===== config.mk =====
export PLATFORM = sky130hd
export DESIGN_NAME = whisky_writeback
export DESIGN_NICKNAME = d
export VERILOG_FILES = /design/src/rtl/whisky_writeback.sv
export SDC_FILE = /design/constraint.sdc
export NUM_CORES = 1
export LEC_CHECK = 0
export BUFFER_PORTS_ARGS = -buffer_cell sky130_fd_sc_hd__buf_2
export CAP_MARGIN = 20
export CORE_ASPECT_RATIO = 0.75
export CORE_UTILIZATION = 30
export CTS_CLUSTER_DIAMETER = 60
export DETAILED_ROUTE_END_ITERATION = 10
export PLACE_DENSITY = 0.55
export SLEW_MARGIN = 0
export SYNTH_ARGS = -nofsm -noshare
export SYNTH_HDL_FRONTEND = slang
export SYNTH_SLANG_ARGS = --single-unit

===== constraint.sdc =====
create_clock -name clk -period 4.3 [get_ports clk]
set_clock_uncertainty 0.2 [all_clocks]
set_input_delay 0.43 -clock clk [delete_from_list [all_inputs] [get_ports clk]]
set_output_delay 0.43 -clock clk [all_outputs]
set_load 0.02 [all_outputs]

===== src/rtl/whisky_writeback.sv =====
// Writeback stage for the whisky register file: merges ALU results with in-order
// load responses into one registered write per cycle and exports a busy scoreboard.
module whisky_writeback #(
    parameter int DATA_W   = 16,
    parameter int SEL_W    = 3,
    parameter int LQ_DEPTH = 4
) (
    input  logic                  clk,
    input  logic                  rst_n,
    input  logic                  i_alu_valid,
    output logic                  o_alu_ready,
    input  logic [SEL_W-1:0]      i_alu_dest,
    input  logic [DATA_W-1:0]     i_alu_data,
    input  logic                  i_ld_issue,
    input  logic [SEL_W-1:0]      i_ld_dest,
    output logic                  o_ld_ready,
    input  logic                  i_mem_rvalid,
    input  logic [DATA_W-1:0]     i_mem_rdata,
    output logic                  o_rf_we,
    output logic [SEL_W-1:0]      o_rf_sel_w,
    output logic [DATA_W-1:0]     o_rf_data,
    output logic [2**SEL_W-1:0]   o_busy,
    output logic [SEL_W-1:0]      o_lq_count,
    output logic                  o_err_unexp
);

    localparam int NREG  = 2**SEL_W;
    localparam int PTR_W = $clog2(LQ_DEPTH);
    localparam int CNT_W = $clog2(LQ_DEPTH + 1);

    typedef struct packed {
        logic [SEL_W-1:0]  dest;
        logic [DATA_W-1:0] data;
    } wb_t;

    logic [SEL_W-1:0] r_lq_dest [LQ_DEPTH];
    logic [PTR_W-1:0] r_head;
    logic [PTR_W-1:0] r_tail;
    logic [CNT_W-1:0] r_count;
    logic             r_skid_vld;
    wb_t              r_skid;
    logic             r_we;
    wb_t              r_wb;
    logic             r_err;

    logic             w_alu_ready;
    logic             w_alu_fire;
    logic             w_lq_empty;
    logic             w_ld_ready;
    logic             w_pop;
    logic             w_push;
    logic             w_src_vld;
    wb_t              w_src;
    wb_t              w_alu;
    logic             w_skid_load;
    logic             w_skid_clr;
    logic             w_wr;
    logic [PTR_W-1:0] w_off     [LQ_DEPTH];
    logic [LQ_DEPTH-1:0] w_ent_vld;
    logic [NREG-1:0]  w_busy;

    // alu_ready depends only on registered state so decode never sees a path from memory
    assign w_alu_ready = !r_skid_vld;
    assign w_alu_fire  = i_alu_valid && w_alu_ready;
    assign w_lq_empty  = (r_count == '0);
    assign w_ld_ready  = (r_count != CNT_W'(LQ_DEPTH));
    assign w_pop       = i_mem_rvalid && !w_lq_empty;
    assign w_push      = i_ld_issue && w_ld_ready;
    assign w_alu.dest  = i_alu_dest;
    assign w_alu.data  = i_alu_data;

    always_comb begin
        w_src_vld   = 1'b0;
        w_src       = '0;
        w_skid_load = 1'b0;
        w_skid_clr  = 1'b0;
        if (w_pop) begin
            w_src_vld   = 1'b1;
            w_src.dest  = r_lq_dest[r_head];
            w_src.data  = i_mem_rdata;
            w_skid_load = w_alu_fire;
        end else if (r_skid_vld) begin
            w_src_vld  = 1'b1;
            w_src      = r_skid;
            w_skid_clr = 1'b1;
        end else if (w_alu_fire) begin
            w_src_vld = 1'b1;
            w_src     = w_alu;
        end
    end

    // r0 is hardwired: its source is consumed but nothing is written
    assign w_wr = w_src_vld && (w_src.dest != '0);

    always_ff @(posedge clk or negedge rst_n) begin
        if (!rst_n) begin
            r_head  <= '0;
            r_tail  <= '0;
            r_count <= '0;
            for (int i = 0; i < LQ_DEPTH; i++) r_lq_dest[i] <= '0;
        end else begin
            if (w_push) begin
                r_lq_dest[r_tail] <= i_ld_dest;
                r_tail            <= r_tail + 1'b1;
            end
            if (w_pop) r_head <= r_head + 1'b1;
            r_count <= r_count + CNT_W'(w_push) - CNT_W'(w_pop);
        end
    end

    always_ff @(posedge clk or negedge rst_n) begin
        if (!rst_n) begin
            r_skid_vld <= 1'b0;
            r_skid     <= '0;
        end else if (w_skid_load) begin
            r_skid_vld <= 1'b1;
            r_skid     <= w_alu;
        end else if (w_skid_clr) begin
            r_skid_vld <= 1'b0;
        end
    end

    always_ff @(posedge clk or negedge rst_n) begin
        if (!rst_n) begin
            r_we  <= 1'b0;
            r_wb  <= '0;
            r_err <= 1'b0;
        end else begin
            r_we <= w_wr;
            if (w_wr) r_wb <= w_src;
            if (i_mem_rvalid && w_lq_empty) r_err <= 1'b1;
        end
    end

    // an entry is live when its distance from head is below the occupancy
    for (genvar g = 0; g < LQ_DEPTH; g++) begin : g_ent
        assign w_off[g]     = PTR_W'(g) - r_head;
        assign w_ent_vld[g] = (CNT_W'(w_off[g]) < r_count);
    end

    always_comb begin
        w_busy = '0;
        for (int i = 0; i < LQ_DEPTH; i++) begin
            if (w_ent_vld[i]) w_busy[r_lq_dest[i]] = 1'b1;
        end
        if (r_skid_vld) w_busy[r_skid.dest] = 1'b1;
        if (r_we)       w_busy[r_wb.dest]   = 1'b1;
        w_busy[0] = 1'b0;
    end

    assign o_alu_ready = w_alu_ready;
    assign o_ld_ready  = w_ld_ready;
    assign o_rf_we     = r_we;
    assign o_rf_sel_w  = r_wb.dest;
    assign o_rf_data   = r_wb.data;
    assign o_busy      = w_busy;
    assign o_lq_count  = SEL_W'(r_count);
    assign o_err_unexp = r_err;

endmodule


After elaboration in Yosys (flattened, before gate mapping)
Cells that the tools add are included.
- add/sub/neg operators: 8
- magnitude comparators: 19
- equality and inequality tests: 1
- multiplexer cells: 35
- bitwise operators: 7
- reduce and logical (&&, ||, !) cells: 17
- operator list (cell ; count):
    $mux 19 ; 3
    $mux 8 ; 6
    $or 8x8->8 ; 5
    $lt 3x4->1 const B ; 6
    $demux 1 s3 ; 6
    $ge 3x1->1 const B ; 6
    $mux 1 ; 14
    $bwmux 12 ; 1
    $logic_and 1x1->1 ; 12
    $lt 2x3->1 ; 4
    $mux 3 ; 3
    $bmux 3 s2 ; 1
    $demux 3 s2 ; 1
    $ge 3x3->1 const B ; 2
    $not 2->3 ; 2
    $add 2x1->2 const B ; 2
    $sub 1x2->2 const A ; 2
    $sub 2x2->2 const A ; 2
    $add 3x1->3 ; 1
    $logic_not 3->1 ; 1
    $lt 3x1->1 const B ; 1
    $ne 3x3->1 const B ; 1
    $reduce_bool 3->1 ; 1
    $sub 3x1->3 ; 1
    other kinds (2) ; 3
- bits in registers: 60
- output and inout port bits: 34

Logic depth before layout (Yosys ltp)
Gate-level depths: netlist of run 1.
- word-level depth: 15
- depth in mapped cells: 11

Worst setup path after synthesis of run 1
No wires, ideal clock.
- path type: reg-to-reg
- start: register r_count[1], in the netlist o_lq_count[1]
- end: register r_count[2], in the netlist o_lq_count[2]
- setup time: 0.136 ns
- data arrival time: 2.757 ns
- required time: 3.964 ns
- path slack: 1.207 ns
- stages on the path, launching flop included: 12
- buffers on the path: 2
- path through: dfrtp_1 > o31ai_2 > inv_1 > clkbuf_1 > clkbuf_1 > ha_1 > inv_1 > ha_1 > inv_1 > fa_1 > xnor2_1 > xnor2_1
- word-level cells in the longest chain between the ends: 4
- RTL lines (what ; line ; source):
    start: declaration ; 39 ; logic [CNT_W-1:0] r_count;
    start signal: assignment ; 107 ; r_count <= r_count + CNT_W'(w_push) - CNT_W'(w_pop);
    $logic_not 3->1 ; 65 ; assign w_lq_empty = (r_count == '0);
    $logic_not 1->1 ; 67 ; assign w_pop = i_mem_rvalid && !w_lq_empty;
    $logic_and 1x1->1 ; 67 ;
    net w_pop ; 50 ; logic w_pop;
    $sub 3x1->3 ; 107 ;
The timed path passes the listed nets, and every way through them passes these cells.
A chain may end at the register's enable or synchronous reset.

Worst setup path after layout of run 1
- start: register r_count[1], in the netlist o_lq_count[1]
- end: output o_busy[3]
- word-level cells in the longest chain between the ends: 12
- RTL lines (what ; line ; source):
    $lt 2x3->1 ; 138 ; assign w_ent_vld[g] = (CNT_W'(w_off[g]) < r_count);
    $mux 8 ; 144 ; if (w_ent_vld[i]) w_busy[r_lq_dest[i]] = 1'b1;
    $or 8x8->8 (no source line) ; n/a ;
    $mux 8 ; 144 ;
    $or 8x8->8 (no source line) ; n/a ;
    $mux 8 ; 144 ;
    $or 8x8->8 (no source line) ; n/a ;
    $mux 8 (*) ; 144 ;
    $or 8x8->8 (no source line) ; n/a ;
    $mux 8 (*) ; 146 ; if (r_skid_vld) w_busy[r_skid.dest] = 1'b1;
    $or 8x8->8 (no source line) ; n/a ;
    $mux 8 (*) ; 147 ; if (r_we) w_busy[r_wb.dest] = 1'b1;
    end: declaration ; 22 ; output logic [2**SEL_W-1:0] o_busy,
Every way passes the cells marked *; elsewhere a longest branch is shown, timed or not.

==> reports/metrics.csv, run 1 <==
stage;metric;value;unit
run_status;status;finished with violations;
run_status;violations;DRC;
drt;drt-pass1-iter-count;7;
drt;wl_per_cell;16.6;um
placement;hpwlAfterDp;6620;um
final_layout;multi_input_area;1770;um2
final_layout;fin_util;38.3;%
worst_setup_path;r2r_cells;5;
timing;fmax;300;MHz
timing;hold_viol;0;
timing;worst_pin_slew;826;ps
final_layout;final.fill_count;1136;
synthesis;yosys_warnings;0;
final_layout;nets;449;
die;die_h;94.7;um
clocking;clkLatencyLatePin;330;ps
grt;grt_pass1_vias;2823;
timing;tns;0;ps
min_path;hold_end;o_err_unexp$_DFFE_PN0P_;
worst_setup_path;crit_buf_inv;2;
grt;grt_pass1_wl;14600;um
timing;slew_viol_final;0;
worst_setup_path;end_kind;primary output;
drt;drt_iter0_markers;179;
synthesis;ys_seq_elements;60;
final_layout;final-seq-area;1500;um2
placement;postPlaceCellArea;3920;um2
synthesis;ys_top_cells_by_count;60 x dfrtp_1, 31 x mux2_2, 21 x inv_1;
clocking;cts_buffers;9;
clocking;clk_pin_slew;50;ps
synthesis;synth_most_common_cell;dfrtp_1;
timing;rsz0062_at_grt;false;
die;core-area;11100;um2
die;die_w;126;um
pwr;power_switching;1.56;mW
worst_setup_path;start_kind;flip-flop;
pwr;intPower;2.14;mW
pwr;leakage;2.02;nW
grt;grt_max_degree;40;
timing;max-slew-margin-rel;44.8;%
placement;port_buffers;75;
worst_setup_path;cp_max_fo;7;
pwr;p_seq_share;31.6;%
synthesis;syn_nets;377;
placement;gp_congestion;0.850;
die;rows;33;
worst_setup_path;rrSetupSlack;1360;ps
pwr;p_per_area;874;nW/um2
synthesis;netlist_top_cells_area;dfrtp_1 44%, mux2_2 10%, a211o_1 4.6%;
job;maxCapViolCount;0;
worst_setup_path;slowest_delay;500;ps
min_path;min_path_type;primary input to flip-flop;
worst_setup_path;cp.arrival;2710;ps
synthesis;syn-cell-area;3440;um2
drt;via_count;2744;
final_layout;fin_area;4240;um2
synthesis;synth_cell_types;51;
die;die_area;11900;um2
worst_setup_path;crit_chain;inv_1 > ha_1 > a211oi_1 > or3b_2 > nor2_1 > or4_1 > buf_2;
final_layout;syn_to_final_growth;23.2;%
synthesis;synth_top_cell_area_share;43.6;%
timing;period_needed;3340;ps
min_path;whs_path_depth;2;
pwr;comb_power_share;48.6;%
die;start_util;31.1;%
timing;period_share;77.6;%
synthesis;syn_area_per_cell;10.7;um2
clocking;cts_root_buffer;clkbuf_16;
pwr;ir_worst_vdd;241;uV
clocking;htree_levels;3;
final_layout;drive_above_1_share;34.1;%
synthesis;seq_area_frac_synth;43.6;%
die;io_pins;77;
worst_setup_path;worstSetupStartpoint;o_lq_count[1]$_DFF_PN0_;
min_path;min-delay-start;i_mem_rvalid;
synthesis;synth-main-ff-cell;dfrtp_1;
clocking;cts_tree;built;
pwr;clkPwrFrac;19.8;%
worst_setup_path;rr_endpoint;r_skid[1]$_DFFE_PN0P_;
pwr;switching_share;42.3;%
synthesis;syn_inst;323;
worst_setup_path;cp_slowest_cell;dfrtp_1;
drt;drt_wl_total;8990;um
synthesis;yosys.area.top_type;dfrtp_1;
timing;hold_slack;142;ps
drt;antenna_left;0;
clocking;clock_sinks;60;
worst_setup_path;crit_family;simple AND/OR/NAND/NOR gates;
timing;setup_viol;0;
drt;viasPerCell;5.07;
worst_setup_path;cp.required;3670;ps
synthesis;synth_edf_count;0;
drt;drc;8;
clocking;clk_path_buf_depth;2;
worst_setup_path;rr_startpoint;o_lq_count[2]$_DFF_PN0_;
grt;antenna_found_initial;2;
clocking;cts_setup_buffers;0;
grt;track_usage;16.2;%
worst_setup_path;setup.worst_path.class;flip-flop to primary output;
synthesis;async_flop_share;100;%
grt;grt-ovfl-total;0;
[through the flow]
step	setup WS [ps]	power [mW]	cells
global route	765	4.01	540
finish	964	3.70	541
detailed placement	1320	2.99	523
CTS	964	3.74	539
floorplan	1210	2.46	323
global placement	1390	2.95	523
[worst max path at each step]
stage               slack [ps]                 endpoint  cells past startpoint
floorplan                 1210  o_lq_count[2]$_DFF_PN0_                     11
global placement          1390                o_busy[6]                      7
detailed placement        1320                o_busy[3]                      7
CTS                        960                o_busy[3]                      7
global route               760                o_busy[3]                      7
finish                     960                o_busy[3]                      7
[cells by family after synthesis]
family / after synthesis / share of synthesized area, %
XOR/XNOR: 6 / 1.53
AO/OA/AOI/OAI: 73 / 17.3
other: 1 / 0.109
multiplexers: 34 / 12.2
buffers and inverters: 39 / 5.05
AND/OR/NAND/NOR: 99 / 15.9
adder cells (fa/ha/maj): 11 / 4.22
flip-flops: 60 / 43.6
[final cells by class]
type                            instances  area share (%)
Multi-Input combinational cell        224            41.7
Sequential cell                        60            35.4
Timing Repair Buffer                   79            9.63
Clock buffer                           14            6.47
Tap cell                              140            4.13
Inverter                               21            1.86
Clock inverter                          1           0.709
Antenna cell                            2           0.118
[power by group through the flow]
| stage | Combinational [mW] | Sequential (mW) | Clock (mW) |
|---|---|---|---|
| floorplan | 1.28 | 1.18 | 0 |
| global placement | 1.78 | 1.17 | 0 |
| detailed placement | 1.81 | 1.18 | 0 |
| CTS | 1.82 | 1.17 | 0.753 |
| global route | 2.01 | 1.22 | 0.780 |
| finish | 1.80 | 1.17 | 0.735 |
[layer usage]
layer | track usage, % | vias to the layer above | routed length [um]
li1 | - | 1350 | -
met1 | 21.1 | 1333 | 4370
met2 | 26.1 | 52 | 4120
met3 | 4.65 | 9 | 383
met4 | 5.08 | 0 | 122
met5 | 0 | - | 0
[placed cells by master, fill, tap and decap left out, types with 2 or more instances in the layout]
cell / count
o22ai_1: 4
a32oi_1: 2
a221o_1: 2
a211oi_1: 5
clkbuf_8: 3
a211o_1: 18
o21ai_0: 3
nand4_1: 2
nor2b_1: 10
nor2_1: 10
nand2_1: 17
nand3_1: 5
or3_1: 3
a22oi_1: 18
or2_2: 2
buf_4: 3
a31oi_1: 4
clkbuf_1: 2
o32a_1: 2
diode_2: 2
buf_2: 75
clkbuf_16: 9
a21oi_1: 2
and3_1: 11
xnor2_1: 6
nor3_1: 18
mux4_2: 2
dfrtp_1: 60
and3_2: 5
mux2_2: 31
o32ai_1: 2
o311ai_0: 2
or4_1: 2
nand2b_1: 9
inv_1: 21
ha_1: 10
[timing repair]
| action | CTS | global route |
|---|---|---|
| hold buffers | 1 | 0 |
| gates resized for setup | 0 | 0 |
| endpoints found under the hold margin | 24 | 0 |
[state kept, by name, indices dropped and copies added, names as in the netlist]
register and flops:
o_lq_count 3, o_rf_we 1, r_head 2, r_skid 19
o_err_unexp 1, r_lq_dest 12, r_skid_vld 1, o_rf_data 16
o_rf_sel_w 3, r_tail 2
Power figures use the tool's default switching activity.
==> run 2, diff against run 1 <==
==> constraint.sdc (replaced) <==
create_clock -name clk -period 3.4 [get_ports clk]
set_clock_uncertainty 0.2 [all_clocks]
set_input_delay 0.34 -clock clk [delete_from_list [all_inputs] [get_ports clk]]
set_output_delay 0.34 -clock clk [all_outputs]
set_load 0.02 [all_outputs]
==> run 2 against run 1 <==
Design area is 1.8% higher. Non-clock buffer count grew 4. Setup slack worse by 730 ps. The run ends with DRC, hold timing left. Flip-flop and latch count did not move. Count of clock-buffer cells in the layout decreased by 4. Combinational power increased by 28%. First-iteration DRC count down 9.5%. Cell count grew 0.74%. Die area unchanged.
==> reports/metrics.csv, run 2 (synthesized netlist as in run 1, its figures left out) <==
stage;metric;value;unit;change
run_status;status;finished with violations;;
run_status;violations;DRC, hold timing;;
grt;met2_usage;25.3;%;-0.79 points
job;maxCapViolCount;0;;unchanged
drt;drt-pass1-iter-count;7;;unchanged
timing;tns;0;ps;unchanged
worst_setup_path;r2r_cells;7;;+2
grt;gr-usage-met3;5.10;%;+0.45 points
grt;grt-ovfl-total;0;;unchanged
clocking;clkLatencyLatePin;320;ps;about the same
min_path;min_path_type;primary input to asynchronous set/reset pin;;
drt;drt_wl_total;9160;um;+1.8%
worst_setup_path;cp_slowest_cell;dfrtp_1;;
timing;setup_viol;0;;unchanged
drt;drc;8;;unchanged
timing;slew_viol_final;0;;unchanged
timing;max-slew-margin-rel;48.4;%;+3.6 points
grt;grt_pass1_wl;15200;um;+3.7%
drt;antenna_left;0;;unchanged
pwr;p_per_area;1120;nW/um2;+28%
drt;via_count;2817;;+2.7%
worst_setup_path;cp_num_cells;7;;unchanged
grt;track_usage;16.7;%;+0.54 points
drt;viasPerCell;5.17;;+1.9%
worst_setup_path;slowest_delay;500;ps;about the same
final_layout;syn_to_final_growth;25.4;%;
worst_setup_path;end_kind;primary output;;
placement;port_buffers;75;;unchanged
grt;antenna_found_initial;1;;-1
die;die_h;94.7;um;unchanged
final_layout;layout_commonest_cell;buf_2;;
worst_setup_path;crit_buf_inv;2;;unchanged
final_layout;drive_above_1_share;35.9;%;+1.8 points
final_layout;regMostFlops;r_skid;;
placement;dp_slack;586;ps;-733 ps
worst_setup_path;setup.worst_path.class;flip-flop to primary output;;
grt;grt_max_degree;61;;+53%
grt;grt_use_met1;22.8;%;+1.8 points
timing;fin_ws;230;ps;-733 ps
timing;worst_pin_slew;774;ps;-51.7 ps
timing;period_share;93.2;%;
die;start_util;31.1;%;unchanged
clocking;cts_root_buffer;clkbuf_16;;
die;die_area;11900;um2;unchanged
clocking;cts_tree;built;;
clocking;clock_sinks;60;;unchanged
final_layout;final-seq-area;1500;um2;unchanged
clocking;cts_buffers;9;;unchanged
final_layout;multi_input_area;1770;um2;+0.28%
pwr;power.total;4.84;mW;+31%
worst_setup_path;cp.required;2860;ps;-810 ps
final_layout;finalNonFillerCells;545;;+0.74%
timing;hold_slack;-18.3;ps;-161 ps
worst_setup_path;cp.arrival;2630;ps;-80 ps
drt;drt_iter0_markers;162;;-9.5%
placement;place_inst;528;;+0.96%
final_layout;final_cell_mix;75 x buf_2, 60 x dfrtp_1, 31 x mux2_2;;
final_layout;final.fill_count;1109;;-2.4%
worst_setup_path;crit_family;simple AND/OR/NAND/NOR gates;;
final_layout;nets;453;;+0.89%
timing;period_needed;3170;ps;
die;core-area;11100;um2;unchanged
timing;fmax;315;MHz;
clocking;clk_pin_slew;50;ps;about the same
final_layout;largest_reg_flops;19;;unchanged
clocking;cts_setup_buffers;0;;unchanged
timing;hold_viol;48;;+48
pwr;ir_worst_vdd;397;uV;+65%
drt;wl_per_cell;16.8;um;+1.1%
worst_setup_path;cp_max_fo;7;;unchanged
worst_setup_path;start_kind;flip-flop;;
placement;hpwlAfterDp;6600;um;-0.19%
worst_setup_path;crit_chain;inv_1 > ha_1 > a211oi_1 > or3b_2 > nor2_1 > or4_1 > buf_2;;
pwr;leakage;2.06;nW;+2.0%
clocking;htree_levels;3;;unchanged
timing;rsz0062_at_grt;false;;
grt;grt_pass1_vias;2824;;+0.035%
grt;busiest_layer;met2;;
die;rows;33;;unchanged
die;die_w;126;um;unchanged
die;io_pins;77;;unchanged
clocking;clk_path_buf_depth;2;;unchanged
placement;gp_congestion;0.900;;+5.9%
-- run 2: changes by cell type in the layout (fill, tap and decap cells not counted), sizes merged --
| cell | before | now |
|---|---|---|
| buf | 78 | 83 |
| diode | 2 | 1 |
| clkbuf | 14 | 10 |
| bufinv | 1 | 3 |
| dlygate4sd3 | 1 | 0 |
| clkinvlp | 0 | 1 |
| clkinv | 0 | 2 |
-- run 2: area by class of cell --
cell class | count | area share (%)
clock buffer | 10 | 5.54
multi-input combinational | 224 | 41.0
antenna | 1 | 0.0580
timing repair buffer | 83 | 10.1
inverter | 21 | 1.83
clock inverter | 6 | 2.58
tap | 140 | 4.06
sequential | 60 | 34.8
-- run 2: power breakdown --
part	internal (mW)	leakage, nW	switching, mW	total [mW]
clock network	0.735	0.169	0.318	1.05
logic	1.03	1.18	1.27	2.30
registers	1.07	0.717	0.416	1.49
-- run 2: worst register-to-register path, delay by kind of cell, from the launching register on --
| family | cells | cell delay, ps |
|---|---|---|
| buffers and inverters | 4 | 800 |
| AND/OR/NAND/NOR | 1 | 310 |
| flip-flops | 1 | 550 |
| multiplexers | 1 | 360 |
| AO/OA/AOI/OAI | 1 | 260 |
-- run 2: final timing paths --
check	start	to	slack [ps]
setup / recovery	o_lq_count[1]$_DFF_PN0_	o_busy[3]	230
hold / removal	rst_n	o_rf_data[9]$_DFFE_PN0P_	-20
setup reg to reg	o_lq_count[2]$_DFF_PN0_	r_skid[7]$_DFFE_PN0P_	800
hold reg to reg	o_err_unexp$_DFFE_PN0P_	o_err_unexp$_DFFE_PN0P_	260
max in group asynchronous	rst_n	r_head[0]$_DFFE_PN0P_	2510
min in group clk	i_mem_rvalid	o_err_unexp$_DFFE_PN0P_	50
-- run 2: per-layer routing --
layer	up-vias	wire length, um
li1	1354	-
met1	1385	4420
met2	68	4050
met3	10	579
met4	0	106
met5	-	0
-- run 2: timing repair --
action                                  CTS  global route
resized for setup                         0             1
endpoints found under the setup margin    0             1
hold buffers                              0             0
-- run 2: metrics by stage --
stage	util [%]	hold WS, ps	instance area [um2]
finish	39.0	-18.3	4310
detailed placement	35.8	241	3960
CTS	38.9	16.6	4310
global placement	35.8	237	3960
floorplan	-	-156	3440
global route	39.0	45.3	4310
==> run 3, diff against run 2 <==
--- a/config.mk
+++ b/config.mk
@@ -9,6 +9,7 @@
 export CAP_MARGIN = 20
 export CORE_ASPECT_RATIO = 0.75
 export CORE_UTILIZATION = 30
+export CTS_BUF_LIST = sky130_fd_sc_hd__clkbuf_2
 export CTS_CLUSTER_DIAMETER = 60
 export DETAILED_ROUTE_END_ITERATION = 10
 export PLACE_DENSITY = 0.55
==> run 3 against run 2 <==
Sequential power hardly changed. Core utilization is 2.6 points higher. Combinational power is 7% higher. Critical path depth is 1 higher. Design area is 6.8% higher. Wire length is 5.3% higher. Fmax is 0.11% higher. Total power is 6.7% lower. Setup slack better by 3.5 ps. Via count is 7.0% higher. Count of clock-buffer cells in the layout is 1 lower. The run ends with DRC left. First-iteration DRC count is 23% higher.
==> reports/metrics.csv, run 3 (synthesized netlist as in run 1, its figures left out) <==
stage;metric;value;unit;change
run_status;status;finished with violations;;
run_status;violations;DRC;;
grt;grt-ovfl-total;0;;unchanged
timing;period_share;93.1;%;-0.10 points
die;core-area;11100;um2;unchanged
worst_setup_path;cp_slowest_cell;or4_1;;
clocking;cts_root_buffer;clkbuf_2;;
drt;drt_wl_total;9650;um;+5.3%
worst_setup_path;end_kind;primary output;;
pwr;leakage;2.19;nW;+6.3%
pwr;p_per_area;981;nW/um2;-13%
drt;via_count;3015;;+7.0%
job;maxCapViolCount;0;;unchanged
timing;fmax;316;MHz;+0.11%
die;rows;33;;unchanged
worst_setup_path;cp.required;2860;ps;about the same
drt;drc;4;;-4
timing;tns;0;ps;unchanged
timing;rsz0062_at_grt;false;;
final_layout;final.fill_count;1102;;-0.63%
final_layout;antenna_cells;0;;-1
clocking;cts_tree;built;;
die;die_h;94.7;um;unchanged
grt;grt_pass1_vias;3037;;+7.5%
placement;hpwlAfterDp;6600;um;unchanged
clocking;cts_buffers;9;;unchanged
placement;place_inst;528;;unchanged
die;io_pins;77;;unchanged
final_layout;finalNonFillerCells;592;;+8.6%
die;die_area;11900;um2;unchanged
grt;met2_usage;27.5;%;+2.2 points
grt;track_usage;17.4;%;+0.64 points
final_layout;layout_commonest_cell;buf_2;;
clocking;clkLatencyLatePin;510;ps;+190 ps
final_layout;final_cell_mix;75 x buf_2, 57 x dfrtp_1, 41 x dlygate4sd3_1;;
timing;slew_viol_final;0;;unchanged
clocking;htree_levels;3;;unchanged
placement;postPlaceCellArea;3960;um2;unchanged
worst_setup_path;crit_chain;xnor2_2 > inv_1 > ha_1 > nor2b_1 > a211o_1 > o31ai_1 > or4_1 > buf_2;;
clocking;clk_path_buf_depth;2;;unchanged
timing;period_needed;3170;ps;-3.46 ps
worst_setup_path;setup.worst_path.class;flip-flop to primary output;;
final_layout;largest_reg_flops;19;;unchanged
placement;gp_congestion;0.900;;unchanged
die;start_util;31.1;%;unchanged
worst_setup_path;cp_max_fo;7;;unchanged
final_layout;nets;501;;+11%
grt;grt_use_met1;23.2;%;+0.35 points
timing;setup_viol;0;;unchanged
worst_setup_path;rrSetupSlack;750;ps;-50 ps
clocking;clock_sinks;60;;unchanged
worst_setup_path;start_kind;flip-flop;;
worst_setup_path;slowest_delay;520;ps;+20 ps
final_layout;regMostFlops;r_skid;;
drt;antenna_left;0;;unchanged
drt;wl_per_cell;16.3;um;-3.0%
grt;antenna_found_initial;0;;-1
timing;hold_viol;0;;-100%
clocking;clk_pin_slew;190;ps;+140 ps
grt;gr-usage-met3;5.10;%;unchanged
die;die_w;126;um;unchanged
drt;drt-pass1-iter-count;7;;unchanged
pwr;ir_worst_vdd;271;uV;-32%
final_layout;fin_area;4610;um2;+6.8%
grt;grt_max_degree;61;;unchanged
final_layout;drive_above_1_share;34.7;%;-1.2 points
grt;busiest_layer;met2;;
grt;grt_pass1_wl;15800;um;+4.2%
timing;max-slew-margin-rel;47.8;%;-0.54 points
placement;port_buffers;75;;unchanged
drt;viasPerCell;5.09;;-1.5%
worst_setup_path;cp.arrival;2630;ps;about the same
min_path;min_path_type;primary input to flip-flop;;
final_layout;syn_to_final_growth;33.9;%;
drt;drt_iter0_markers;200;;+23%
timing;worst_pin_slew;782;ps;+8.12 ps
-- run 3: cell type report --
type	count	area, um2	area share [%]
Multi-Input combinational cell	224	1790	38.8
Sequential cell	60	1510	32.7
Timing Repair Buffer	131	898	19.5
Tap cell	140	175	3.80
Clock inverter	7	115	2.50
Inverter	21	78.8	1.71
Clock buffer	9	45.0	0.978
-- run 3: path summary, 6_finish.rpt --
kind | from | end | cells after the start
setup / recovery | r_head[1]$_DFFE_PN0P_ | o_busy[3] | 8
hold / removal | i_ld_issue | r_tail[0]$_DFFE_PN0P_ | 4
setup reg to reg | o_lq_count[2]$_DFF_PN0_ | r_skid[11]$_DFFE_PN0P_ | 7
hold reg to reg | o_err_unexp$_DFFE_PN0P_ | o_err_unexp$_DFFE_PN0P_ | 1
max in group asynchronous | rst_n | r_head[1]$_DFFE_PN0P_ | 3
min in group asynchronous | rst_n | r_skid[14]$_DFFE_PN0P_ | 3
-- run 3: stage by stage --
step | utilization, % | total power [mW] | hold slack (ps) | setup WS, ps
CTS | 41.0 | 4.45 | 79.6 | 57.4
detailed placement | 35.8 | 3.79 | 241 | 586
global route | 41.6 | 4.89 | 93.3 | 20.9
global placement | 35.8 | 3.76 | 237 | 614
floorplan | - | 3.11 | -156 | 307
finish | 41.6 | 4.52 | 130 | 234
-- run 3: metal layers --
| layer | vias to the layer above | part of all wire, % |
|---|---|---|
| li1 | 1453 | - |
| met1 | 1463 | 48 |
| met2 | 93 | 46 |
| met3 | 6 | 5.1 |
| met4 | 0 | 0.95 |
| met5 | - | 0 |
-- run 3: power breakdown --
part,total (mW),switching (mW),internal [mW]
Combinational,2.45,1.33,1.13
Clock,0.588,0.273,0.314
Sequential,1.48,0.409,1.07
Total,4.52,2.01,2.51
-- run 3: repair_timing --
item / 4_1_cts / 5_1_grt
resized for setup: 2 / 5
setup endpoints to repair: 2 / 7
endpoints found under the hold margin: 109 / 0
hold buffers: 41 / 0
setup buffers: 0 / 7
-- run 3: critical path, delay by kind of cell (launching register included) --
family,cells,cell delay [ps]
adder cells (fa/ha/maj),1,260
buffers and inverters,2,230
AND/OR/NAND/NOR,2,680
AO/OA/AOI/OAI,2,290
XOR/XNOR,1,170
flip-flops,1,510
